$ cat src/rtl/pc_sequencer.sv
// Y86-64 front-end PC sequencer: owns predicted PC, selects fetch address, sequences ret/halt.
// Zero-cycle redirect on mispredict/ret; state and pred_pc update on the next rising edge.
module pc_sequencer #(
    parameter logic [63:0] RESET_PC    = 64'h0,
    parameter logic [3:0]  RET_TIMEOUT = 4'd15
) (
    input  logic        clk_i,
    input  logic        rst_i,
    input  logic [3:0]  icode_i,
    input  logic [63:0] valC_i,
    input  logic [63:0] valP_i,
    input  logic        instr_valid_i,
    input  logic        imem_error_i,
    input  logic        stall_i,
    input  logic        mispredict_i,
    input  logic [63:0] M_valA_i,
    input  logic        ret_done_i,
    input  logic [63:0] W_valM_i,
    input  logic        halt_commit_i,
    output logic [63:0] pc_o,
    output logic        f_valid_o,
    output logic [2:0]  stat_o,
    output logic        halted_o,
    output logic        ret_timeout_o
);

    localparam logic [3:0] IHALT = 4'd0;
    localparam logic [3:0] IJXX  = 4'd7;
    localparam logic [3:0] ICALL = 4'd8;
    localparam logic [3:0] IRET  = 4'd9;

    localparam logic [2:0] STAT_AOK = 3'd1;
    localparam logic [2:0] STAT_HLT = 3'd2;
    localparam logic [2:0] STAT_ADR = 3'd3;
    localparam logic [2:0] STAT_INS = 3'd4;

    typedef enum logic [1:0] {
        ST_RUN       = 2'd0,
        ST_RET_WAIT  = 2'd1,
        ST_HALT_PEND = 2'd2,
        ST_HALTED    = 2'd3
    } state_t;

    state_t      state_q, state_d;
    logic [63:0] pred_pc_q, pred_pc_d;
    logic [3:0]  ret_cnt_q, ret_cnt_d;
    logic        ret_to_q, ret_to_d;
    logic        accept;

    // Mispredict outranks ret_done: a ret seen alongside it is on the squashed path.
    always_comb begin
        if (mispredict_i) begin
            pc_o = M_valA_i;
        end else if (ret_done_i) begin
            pc_o = W_valM_i;
        end else begin
            pc_o = pred_pc_q;
        end
    end

    always_comb begin
        if (imem_error_i) begin
            stat_o = STAT_ADR;
        end else if (!instr_valid_i) begin
            stat_o = STAT_INS;
        end else if (icode_i == IHALT) begin
            stat_o = STAT_HLT;
        end else begin
            stat_o = STAT_AOK;
        end
    end

    always_comb begin
        case (state_q)
            ST_RUN:       f_valid_o = 1'b1;
            ST_RET_WAIT:  f_valid_o = ret_done_i | mispredict_i;
            ST_HALT_PEND: f_valid_o = mispredict_i;
            ST_HALTED:    f_valid_o = 1'b0;
            default:      f_valid_o = 1'b0;
        endcase
    end

    assign accept        = f_valid_o && (!stall_i || mispredict_i);
    assign halted_o      = (state_q == ST_HALTED);
    assign ret_timeout_o = ret_to_q;

    always_comb begin
        state_d   = state_q;
        pred_pc_d = pred_pc_q;
        ret_cnt_d = ret_cnt_q;
        ret_to_d  = ret_to_q;

        if (accept) begin
            pred_pc_d = ((icode_i == IJXX) || (icode_i == ICALL)) ? valC_i : valP_i;
            ret_cnt_d = 4'd0;
            if (stat_o != STAT_AOK) begin
                state_d = ST_HALT_PEND;
            end else if (icode_i == IRET) begin
                state_d = ST_RET_WAIT;
            end else begin
                state_d = ST_RUN;
            end
        end else if (state_q == ST_RET_WAIT) begin
            if (ret_cnt_q == RET_TIMEOUT) begin
                state_d  = ST_HALTED;
                ret_to_d = 1'b1;
            end else begin
                ret_cnt_d = ret_cnt_q + 4'd1;
            end
        end

        // A committed halt wins over any transition chosen above.
        if (halt_commit_i) begin
            state_d = ST_HALTED;
        end
    end

    always_ff @(posedge clk_i or posedge rst_i) begin
        if (rst_i) begin
            state_q   <= ST_RUN;
            pred_pc_q <= RESET_PC;
            ret_cnt_q <= 4'd0;
            ret_to_q  <= 1'b0;
        end else begin
            state_q   <= state_d;
            pred_pc_q <= pred_pc_d;
            ret_cnt_q <= ret_cnt_d;
            ret_to_q  <= ret_to_d;
        end
    end

endmodule

$ cat config.mk
export PLATFORM = sky130hd
export DESIGN_NAME = pc_sequencer
export DESIGN_NICKNAME = d
export VERILOG_FILES = /design/src/rtl/pc_sequencer.sv
export SDC_FILE = /design/constraint.sdc
export NUM_CORES = 1
export LEC_CHECK = 0
export ABC_CLOCK_PERIOD_IN_PS = 5500
export CAP_MARGIN = 20
export CORE_MARGIN = 2
export CORE_UTILIZATION = 25
export DETAILED_ROUTE_END_ITERATION = 12
export DONT_BUFFER_PORTS = 1
export HOLD_SLACK_MARGIN = 0.08
export PLACE_DENSITY = 0.39
export SLEW_MARGIN = 20
export SYNTH_ARGS = -nofsm -noshare
export SYNTH_HDL_FRONTEND = slang
export SYNTH_SLANG_ARGS = --single-unit
$ cat constraint.sdc
create_clock -name clk_i -period 5.5 [get_ports clk_i]
set_clock_uncertainty 0.2 [all_clocks]
set_input_delay 0.275 -clock clk_i [delete_from_list [all_inputs] [get_ports clk_i]]
set_output_delay 0.275 -clock clk_i [all_outputs]
set_load 0.01 [all_outputs]
## Word-level counts from Yosys, hierarchy flattened

Cells that the tools add are included.

- Div/mod/pow operators: 0
- Bitwise gates (word level): 2
- Shifts and indexed selects: 0
- Equality and inequality tests: 9
- $lt $le $gt $ge: 0
- Reduce and logical (&&, ||, !) cells: 12
- Add/sub/neg operators: 1
- Multiplexer cells: 16
- Multipliers: 0

Operator list:

| kind | number |
|---|---|
| 64-bit two-way mux | 3 |
| 4-bit == test (second input constant) | 3 |
| 2-bit two-way mux | 6 |
| 4-bit two-way mux | 3 |
| 3-bit two-way mux | 2 |
| 3-bit nonzero test | 2 |
| 4-bit by 1-bit adder with 4-bit output (second input constant) | 1 |
| 2-bit == test (second input constant) | 2 |
| 4-bit by 3-bit == test with 1-bit output (second input constant) | 1 |
| 4-bit zero test | 1 |
| 1-bit case mux with 4 select lines | 1 |
| 2-bit AND reduction | 2 |
| 3-bit by 1-bit inequality test with 1-bit output (second input constant) | 1 |
| 3-bit AND reduction | 1 |
| 2-bit by 1-bit == test with 1-bit output (second input constant) | 1 |
| 2-bit zero test | 1 |
| 1-bit logical OR | 2 |
| 2-bit inequality test (second input constant) | 1 |
| 2-bit nonzero test | 1 |
| 1-bit logical AND | 1 |
| 1-bit zero test | 1 |
| 1-bit two-way mux | 1 |
| 1-bit inverter | 1 |
| 1-bit bitwise OR | 1 |

- Logic and storage cells: 44
- Register bits: 71
- RAM bits: 0
- Memories: 0
- Bits in read-only memories: 0
- Bits in latches: 0
- Bits of input ports: 268
- Output and inout bits: 70

## Longest topological paths before layout

Gate-level depths: netlist of run 1.

- Depth after elaboration: 8
- Mapped depth: 6
- Mapped depth without buffers: 5

## Worst setup path after synthesis of run 1

Ideal clock, no wire load.

- Path type: reg2reg
- Start point: register state_q[1]
- End point: register state_q[0]
- Slack: 3884 ps
- Arrival time: 1292 ps
- Setup time: 125 ps
- Period minus slack after synthesis: 1616 ps
- Required time: 5175 ps
- Buffers on the path: 2
- Cell stages (with the launch flop): 7
- Path through: dfrtp_1 -> o21bai_2 -> o2bb2ai_1 -> buf_4 -> buf_4 -> a41oi_1 -> o21bai_1

- Longest elaborated chain between the ends: 5
- Elaborated cells between the ends (all ways): 11
- Those cells by class: eq/ne (3); mux (3); reduce/logical (5)

RTL lines:

| item | line | RTL |
|---|---|---|
| start, declared | 44 | `state_t state_q, state_d;` |
| start signal, assigned | 125 | `state_q <= state_d;` |
| 2-bit == test (tied with other cells) | 74 | `case (state_q)` |
| 1-bit case mux with 4 select lines | 74 |  |
| 1-bit logical AND | 83 | `assign accept = f_valid_o && (!stall_i \|\| mispredict_i);` |
| 3-bit nonzero test (no source line) or 2-bit two-way mux (tied branches) | -- |  |
| 2-bit AND reduction (no source line) or 2-bit two-way mux (tied branches) | -- |  |

Parallel ways exist; a longest one is shown, timed or not.
A chain may end at the register's enable or synchronous reset.

## Worst setup path after layout of run 1

- Start point: register state_q[1]
- End point: register state_q[1]

Same word-level chain as after synthesis.

==> results of run 1 <==
## placed cells by master, fill, tap and decap left out, types with 2 or more instances in the layout
| cell | n |
|---|---|
| dlygate4sd3_1 | 133 |
| nand2_1 | 130 |
| mux2i_1 | 128 |
| dfrtp_1 | 71 |
| o21ai_0 | 68 |
| o21ai_1 | 60 |
| clkbuf_16 | 9 |
| nor2_1 | 8 |
| nand3_1 | 5 |
| nor2b_1 | 3 |
| xor2_1 | 3 |
| a21o_1 | 3 |
| buf_4 | 3 |
| o21bai_1 | 2 |
| a21oi_1 | 2 |
| clkinv_2 | 2 |
| clkbuf_8 | 2 |
| clkbuf_1 | 2 |
| bufinv_16 | 2 |
## state kept, by name, summed over array words and instances, names as in the netlist
signal and cells:
pred_pc_q 64, ret_cnt_q 4, ret_timeout_o 1, state_q 2
## area by class of cell
cell class                      instances  area (sq um)  area share [%]
Multi-Input combinational cell        424          2680            41.6
Sequential cell                        71          1780            27.5
Timing Repair Buffer                  137          1370            21.2
Tap cell                              234           293            4.54
Clock buffer                           13           260            4.03
Clock inverter                          3          65.1            1.01
Inverter                                2          8.76           0.136
## kinds of logic (layout without fill, tap and decap cells)
family / after synthesis / after routing / share of synthesized area, %
flops: 71 / 71 / 37.8
mux: 128 / 128 / 27.3
buf+inv: 44 / 155 / 5.75
simple gates: 152 / 152 / 12.8
fa+ha+maj: 1 / 1 / 0.266
compound gates: 140 / 140 / 15.5
xor+xnor: 3 / 3 / 0.559
## per-stage QoR
stage	utilization, %	worst slack [ns]	cells	total power (uW)
CTS	34.7	3.06	884	1930
detailed placement	25.8	3.21	735	1190
floorplan	-	3.23	539	1110
global placement	25.8	3.21	735	1170
finish	34.7	3.12	884	1890
global route	34.7	2.95	884	2030
## power by group
part           switching, uW  total (uW)  internal (uW)
registers                108         806            698
logic                    214         449            235
clock network            216         637            421
total                    538        1890           1350
## synthesized netlist by cell type (2+ instances only)
cell type  number
nand2_1       130
clkbuf_1       15
o21ai_0        68
xor2_1          3
nor2_1          8
mux2i_1       128
a21o_1          3
inv_1           2
clkbuf_2        2
buf_2          16
nand3_1         5
buf_8           6
a21oi_1         3
nor2b_1         3
buf_4           2
o21bai_1        2
o21ai_1        60
dfrtp_1        71
## routing by layer
| metal | global-route usage (%) | vias to the layer above | part of all wire [%] |
|---|---|---|---|
| li1 | - | 2082 | - |
| met1 | 14.8 | 1881 | 41 |
| met2 | 23.7 | 190 | 52 |
| met3 | 2.07 | 16 | 5.3 |
| met4 | 6.05 | 0 | 2.2 |
| met5 | 0 | - | 0 |
## final timing paths
path | cells past startpoint | slack, ns | end
max in group asynchronous | 3 | 4.00 | ret_cnt_q[2]
max reg2reg | 5 | 3.12 | state_q[1]
min reg2reg | 2 | 0.28 | pred_pc_q[14]
min | 2 | 0.13 | ret_cnt_q[2]
min in group asynchronous | 3 | 0.48 | pred_pc_q[17]
max | 5 | 3.12 | state_q[1]
## what timing repair did
action | in CTS | in global routing
endpoints found under the setup margin | 0 | 0
hold buffers | 133 | 0
hold endpoints to repair | 137 | 0
buffers inserted | 0 | 0
==> results.cfg, run 1 <==
[outcome]
outcome = finished clean

[synthesis]
synth_top_area_share_pct = 37.8
ys_seq_area_share_pct = 37.8
netlist_instances = 539
synthArstFlopShare_pct = 100
syn_area_per_cell_sq_um = 8.72
ys_warn_count = 0
synth_nets = 808
synth_area_leaders = dfrtp_1, mux2i_1, nand2_1
synth_cell_types = 30
synthesis.area_sq_mm = 0.00470
ys_ff_latch = 71
synth-edff-count = 0
synth_area_leader_cell = dfrtp_1
ys.flop_type = dfrtp_1

[drt]
dr.pass1.iters = 6
via_count = 4169
remaining_drc_errors = 0
viasPerCell = 4.72
wirelength_microns = 13600
wl_per_cell_microns = 15.4
initialDrtViolationCount = 132
detail-route-antenna-nets = 0

[finish]
final_cell_area_sq_mm = 0.00645
syn2layout_area_growth_pct = 37.3
fillers = 1890
drive_gt1_share_pct = 3.38
antenna_cells = 0
nNetsFinal = 914

[clock_tree]
cts_max_level = 3
clock_path_buffers = 2
cts_made_buffers = 9
clk_latency_ns = 0.33
cts-resized-gates = 0
cts_sinks = 71
path_clk_slew_ns = 0.06
cts-root-buf = clkbuf_16
tritoncts = yes

[timing]
rsz0062_at_grt = false
worst_slew_pin_slew_ns = 0.933
fin_crit_sh_pct = 43.3
hold_ws_ns = 0.125
fmax_mhz = 420
finalMaxSlewViolations = 0
hold_violations = 0
relSlewSlack_pct = 37.8
period_minus_slack_ns = 2.38
tns_ns = 0
setup_viol_count_final = 0

[pwr]
peakVddDrop_v = 0.000128
powerDensity_mw_per_mm2 = 293
leakage_uw = 0.00320

[grt]
grt_pass1_vias = 4191
grt_pass1_wl_microns = 20700
grt_max_degree = 133
grtUsageTotal_pct = 13.0
antenna_found_initial = 0
grt_overflow = 0

[die]
initial_core_util_pct = 25.3
die-width_microns = 141
io-pin-count = 338
fp.dieH_microns = 141
coreArea_sq_mm = 0.0186
die-area_sq_mm = 0.0199
row_count = 50

[worst_setup_path]
startpoint = state_q[1]
cp_data_arrival_time_ns = 2.40
cpMaxStageDelayCell = a2bb2oi_1
critPathMaxFanout = 7
critical_path_required_ns = 5.52
r2r_start = state_q[1]
max_stage_delay_ns = 0.54
path_cells = nor2_1, a2bb2oi_1, nand3_1, a21o_1, dlygate4sd3_1
cp_top_family = compound AO/OA/AOI/OAI gates
worst-path-buf-inv = 1
worstSetupStartpointType = flop
path_class = flop to flop
endpoint_kind = flop

[placed_design]
io_buffers = 0
hpwlAfterDp_microns = 9360
dpl_cell_area_sq_mm = 0.00479
routabilityCongestion = 0.729

[run]
max_cap_viol_count = 0

[hold_path]
min_from = mispredict_i
hp-class = input pin to flop
Power figures use the tool's default switching activity.
==> inputs of run 2 (changes only) <==
--- a/config.mk
+++ b/config.mk
@@ -5,7 +5,7 @@
 export SDC_FILE = /design/constraint.sdc
 export NUM_CORES = 1
 export LEC_CHECK = 0
-export ABC_CLOCK_PERIOD_IN_PS = 5500
+export ABC_CLOCK_PERIOD_IN_PS = 2400
 export CAP_MARGIN = 20
 export CORE_MARGIN = 2
 export CORE_UTILIZATION = 25
==> constraint.sdc (replaced) <==
create_clock -name clk_i -period 2.4 [get_ports clk_i]
set_clock_uncertainty 0.2 [all_clocks]
set_input_delay 0.12 -clock clk_i [delete_from_list [all_inputs] [get_ports clk_i]]
set_output_delay 0.12 -clock clk_i [all_outputs]
set_load 0.01 [all_outputs]
==> run 2 against run 1 <==
Net effect:
- synthesized cell count is the same
- area after synthesis is the same
- the run now fails in clock tree synthesis (4_1_cts)
==> results.cfg, run 2 <==
[clock_tree]
cts_max_level = 3
cts_sinks = 71
cts-root-buf = clkbuf_16
cts-resized-gates = 0
cts_made_buffers = 9
cts_setup_buffers = 0
holdBufCountCts = 152
clock_path_buffers = 2

[outcome]
outcome = stopped before the end
stop_error = [ERROR RSZ-0060] Max buffer count reached.
stop_stage = clock tree synthesis (4_1_cts)

[die]
io-pin-count = 338
die-width_microns = 141
fp.dieH_microns = 141
row_count = 50
initial_core_util_pct = 25.3

[placed_design]
dpl_cell_area_sq_mm = 0.00484
place_inst = 735
routabilityCongestion = 0.732
io_buffers = 0
hpwlAfterDp_microns = 9330

[synthesis]
synth_cell_types = 30
synth_most_common_cell = nand2_1
synth-edff-count = 0
synth_top_cells_by_count = nand2_1, mux2i_1, dfrtp_1, o21ai_0, o21ai_1
netlist_instances = 539
synth_top_area_share_pct = 37.8
synthesis.area_sq_mm = 0.00470
ys.flop_type = dfrtp_1
ys_warn_count = 0
syn_area_per_cell_sq_um = 8.72
ys_seq_area_share_pct = 37.8
ys_ff_latch = 71
synthArstFlopShare_pct = 100
synth_nets = 808
synth_area_leaders = dfrtp_1, mux2i_1, nand2_1
synth_area_leader_cell = dfrtp_1
[run 2: cell counts after synthesis]
Identical to the previous run, type by type.
[run 2: cells by family after synthesis]
family          after synthesis  synth area share (%)
compound gates              140                  15.5
xor+xnor                      3                 0.559
fa+ha+maj                     1                 0.266
buf+inv                      44                  5.75
flops                        71                  37.8
mux                         128                  27.3
simple gates                152                  12.8
[run 2: through the flow]
stage	hold WS, ns	worst slack, ns
after floorplan	0.0123	0.283
after global placement	-0.0720	0.659
after detailed placement	-0.0669	0.601
==> inputs of run 3 (changes only) <==
--- a/config.mk
+++ b/config.mk
@@ -8,11 +8,10 @@
 export ABC_CLOCK_PERIOD_IN_PS = 2400
 export CAP_MARGIN = 20
 export CORE_MARGIN = 2
-export CORE_UTILIZATION = 25
+export CORE_UTILIZATION = 20
 export DETAILED_ROUTE_END_ITERATION = 12
 export DONT_BUFFER_PORTS = 1
-export HOLD_SLACK_MARGIN = 0.08
-export PLACE_DENSITY = 0.39
+export PLACE_DENSITY_LB_ADDON = 0.15
 export SLEW_MARGIN = 20
 export SYNTH_ARGS = -nofsm -noshare
 export SYNTH_HDL_FRONTEND = slang
==> run 3 against run 2 <==
Net effect:
- the flow now finishes without violations
==> results.cfg, run 3 (synthesis gave the netlist of run 1 again) <==
[worst_setup_path]
worst-path-buf-inv = 2
critPathMaxFanout = 63
critical_path_required_ns = 2.41
worstSetupStartpointType = flop
cp_top_family = buffers and inverters
path_class = flop to flop
r2r_slack_ns = 0.24
cp_data_arrival_time_ns = 2.18
path_cells = nor2_1, o2bb2ai_4, buf_12, a41oi_1, dlygate4sd3_1, o21bai_1
endpoint_kind = flop
max_stage_delay_ns = 0.57
cpMaxStageDelayCell = dlygate4sd3_1

[timing]
rsz0062_at_grt = false
finalMaxSlewViolations = 0
hold_violations = 0
relSlewSlack_pct = 52.1
fmax_mhz = 462
worst_slew_pin_slew_ns = 0.718
fin_crit_sh_pct = 90.1
tns_ns = 0
hold_ws_ns = 0.0186
setup_viol_count_final = 0
period_minus_slack_ns = 2.16

[pwr]
comb_power_share_pct = 25.0
netSwitchingFraction_pct = 29.9
seqPwrFrac_pct = 43.9
switchingPower_uw = 1260
peakVddDrop_v = 0.000254
leakage_uw = 0.00322
intPower_uw = 2940
powerDensity_mw_per_mm2 = 634
pwr-share-clk_pct = 31.0
p_total_uw = 4200

[finish]
layout_common_cells = dlygate4sd3_1, nand2_1, mux2i_1
top_register = pred_pc_q
nNetsFinal = 920
largest_reg_flops = 64
antenna_cells = 0
largestRegisters = pred_pc_q (64), ret_cnt_q (4), state_q (2)
syn2layout_area_growth_pct = 40.9
drive_gt1_share_pct = 3.51
final_common_cell = dlygate4sd3_1

[die]
initial_core_util_pct = 20.2
coreArea_sq_mm = 0.0233
fp.dieH_microns = 157
die-area_sq_mm = 0.0247
row_count = 56
io-pin-count = 338
die-width_microns = 157

[drt]
via_count = 4225
dr.pass1.iters = 4
detail-route-antenna-nets = 0
wirelength_microns = 14500
remaining_drc_errors = 0
initialDrtViolationCount = 114
viasPerCell = 4.34
wl_per_cell_microns = 14.9

[placed_design]
io_buffers = 0
routabilityCongestion = 0.731
hpwlAfterDp_microns = 10200

[hold_path]
hp-class = input pin to flop

[clock_tree]
tritoncts = yes
clk_latency_ns = 0.33
cts_max_level = 3
cts_made_buffers = 9
cts_sinks = 71
path_clk_slew_ns = 0.05
cts-root-buf = clkbuf_16
clock_path_buffers = 2

[grt]
antenna_found_initial = 0
grt_max_degree = 133
grtUsageTotal_pct = 10.9
grt_pass1_wl_microns = 21000
grt_overflow = 0
grt_pass1_vias = 4235

[run]
max_cap_viol_count = 0

[outcome]
outcome = finished clean
## run 3: final cells by class
| class | count | area (sq um) |
|---|---|---|
| Clock inverter | 4 | 47.5 |
| Sequential cell | 71 | 1780 |
| Fill cell | 2525 | 16600 |
| Multi-Input combinational cell | 424 | 2690 |
| Timing Repair Buffer | 143 | 1470 |
| Inverter | 2 | 8.76 |
| Tap cell | 319 | 399 |
| Clock buffer | 11 | 233 |
## run 3: path summary, 6_finish.rpt
kind                               startpoint             to  cells after the start
worst min-delay path             mispredict_i  pred_pc_q[46]                      4
min in group asynchronous               rst_i  pred_pc_q[57]                      2
worst max-delay path               state_q[1]     state_q[0]                      6
max in group asynchronous               rst_i   pred_pc_q[5]                      3
worst min register to register  pred_pc_q[54]  pred_pc_q[54]                      2
worst max register to register     state_q[1]     state_q[0]                      6
## run 3: through the flow
stage                     cells  worst slack, ns  util, %  instance area, sq um
after floorplan             539            0.283        -                  4700
after global placement      821            0.665     21.3                  4950
after detailed placement    821            0.563     21.3                  4950
after CTS                   974            0.126     28.4                  6620
after global routing        974            0.102     28.5                  6620
final                       974            0.237     28.5                  6620
## run 3: tightest hold or removal path, delay by kind of cell
kind | cells | cell delay (ns)
AOI/OAI and AO/OA | 2 | 0.11
buffers and inverters | 1 | 0.18
and+or+nand+nor | 1 | 0.09
## run 3: power by group through the flow
| stage | sequential, uW | clock [uW] | combinational, uW |
|---|---|---|---|
| floorplan | 1770 | 0 | 781 |
| global placement | 1870 | 0 | 835 |
| detailed placement | 1880 | 0 | 856 |
| CTS | 1860 | 1370 | 1060 |
| global route | 1910 | 1430 | 1210 |
| finish | 1850 | 1300 | 1050 |
## run 3: per-layer routing
layer	track usage [%]	share of wire [%]	vias to the layer above
met1	12.2	41	1917
met2	19.9	51	200
met5	0	0	-
met3	3.11	6.6	12
met4	3.20	1.2	0
li1	-	-	2096
## run 3: repair_timing
| action | 4_1_cts | 5_1_grt |
|---|---|---|
| endpoints found under the setup margin | 0 | 1 |
| hold buffers | 138 | 0 |
| resized for setup | 0 | 1 |
| hold endpoints to repair | 106 | 0 |
| setup buffers | 0 | 0 |
==> inputs of run 4 (changes only) <==
==> constraint.sdc (replaced) <==
create_clock -name clk_i -period 2.4 [get_ports clk_i]
set_clock_uncertainty 0.2 [all_clocks]
set_input_delay 0.48 -clock clk_i [delete_from_list [all_inputs] [get_ports clk_i]]
set_output_delay 0.48 -clock clk_i [all_outputs]
set_load 0.01 [all_outputs]
==> run 4 against run 3 <==
Net effect:
- power shrank 0.61%
- final cell count shrank 14%
- critical path depth shrank 4
- register-to-register slack improved by 0.37 ns
- maximum frequency grew 8.5%
- highest routed layer unchanged
==> results.cfg, run 4 (synthesis gave the netlist of run 1 again) <==
[timing]
worst_slack_ns = 0.407
worst_slew_pin_slew_ns = 0.582
setup_viol_count_final = 0
rsz0062_at_grt = false
tns_ns = 0
fin_crit_sh_pct = 83.0
fmax_mhz = 502
relSlewSlack_pct = 60.8
finalMaxSlewViolations = 0
hold_violations = 0
period_minus_slack_ns = 1.99

[drt]
dr.pass1.iters = 4
remaining_drc_errors = 0
initialDrtViolationCount = 97
wirelength_microns = 13600
via_count = 3664
viasPerCell = 4.37
wl_per_cell_microns = 16.2
detail-route-antenna-nets = 0

[grt]
grt_pass1_vias = 3540
grt_overflow = 0
antenna_found_initial = 0
grt_max_degree = 133
grtUsageTotal_pct = 10.2
grt_pass1_wl_microns = 19200

[finish]
drive_gt1_share_pct = 5.00
largest_reg_flops = 64
layout_common_cells = nand2_1, mux2i_1, dfrtp_1
nNetsFinal = 784
final_common_cell = nand2_1
largestRegisters = pred_pc_q (64), ret_cnt_q (4), state_q (2)
top_register = pred_pc_q
antenna_cells = 0
syn2layout_area_growth_pct = 13.2

[placed_design]
pre_cts_slack_ns = 0.432
io_buffers = 0
routabilityCongestion = 0.696
hpwlAfterDp_microns = 10100

[clock_tree]
cts-resized-gates = 0
clock_path_buffers = 2
tritoncts = yes
cts-root-buf = clkbuf_16
clk_latency_ns = 0.34
cts_sinks = 71
cts_max_level = 3
path_clk_slew_ns = 0.06
cts_made_buffers = 9

[worst_setup_path]
critical_path_required_ns = 1.72
path_class = flop to output pin
cpMaxStageDelayCell = dfrtp_1
max_stage_delay_ns = 0.41
worstSetupStartpointType = flop
endpoint_kind = output pin
cp_data_arrival_time_ns = 1.31
critPathMaxFanout = 6
path_cells = o21bai_2, a21oi_1

[die]
die-width_microns = 157
initial_core_util_pct = 20.2
row_count = 56
fp.dieH_microns = 157
die-area_sq_mm = 0.0247
io-pin-count = 338
coreArea_sq_mm = 0.0233

[pwr]
leakage_uw = 0.00268
powerDensity_mw_per_mm2 = 785
peakVddDrop_v = 0.000228

[hold_path]
hp-class = input pin to flop

[run]
max_cap_viol_count = 0

[outcome]
outcome = finished clean
==> run 4: cell types whose count changed in the layout (fill, tap and decap cells not counted), sizes merged <==
cell,change
clkinv,-2
buf,+1
bufinv,+1
dlygate4sd3,-137
clkinvlp,+2
==> run 4: per-layer routing <==
layer  wire [microns]  vias up  track usage (%)
met5                0        -                0
met2             6940      196             18.6
li1                 -     1827                -
met4              329        0             4.85
met1             5350     1626             11.1
met3              977       15             2.45
==> run 4: final timing paths <==
path / end / slack, ns / depth (start not counted) / from
worst max-delay path: f_valid_o / 0.41 / 2 / state_q[1]
worst min-delay path: state_q[1] / 0.03 / 1 / halt_commit_i
worst max register to register: state_q[1] / 0.61 / 4 / state_q[1]
worst min register to register: pred_pc_q[48] / 0.28 / 2 / pred_pc_q[48]
max in group asynchronous: pred_pc_q[53] / 1.12 / 3 / rst_i
min in group asynchronous: pred_pc_q[19] / 0.54 / 3 / rst_i
==> run 4: layout make-up <==
cell class / instances / area (sq um)
fillers: 2568 / 17900
multi-input cells: 424 / 2680
flip-flops and latches: 71 / 1780
well taps: 319 / 399
clock buffers: 11 / 253
repair buffers: 7 / 118
clock inverters: 5 / 80.1
inverters: 2 / 11.3
==> run 4: worst max-delay path, delay by kind of cell (launching register included) <==
family / cells / cell delay [ns]
AOI/OAI and AO/OA: 2 / 0.56
DFF: 1 / 0.41
==> run 4: repair_timing <==
| action | in CTS | in global routing |
|---|---|---|
| endpoints found under the hold margin | 71 | 0 |
| hold buffers | 1 | 0 |
| setup buffers | 0 | 0 |
==> run 4: report_power, final <==
group,switching [uW],total (uW),internal [uW]
clock,541,1510,965
combinational,460,839,378
sequential,233,1830,1600
total,1230,4180,2940
==> run 4: per-stage QoR <==
step	hold WS (ns)	std cells	cell area, sq um	utilization, %	total power (uW)
after CTS	0.0108	839	5320	22.9	4290
final	0.0344	839	5320	22.9	4180
after floorplan	0.249	539	4700	-	2550
after global placement	0.274	822	4980	21.4	2710
after detailed placement	0.272	822	4980	21.4	2730
after global routing	0.0319	839	5320	22.9	4510
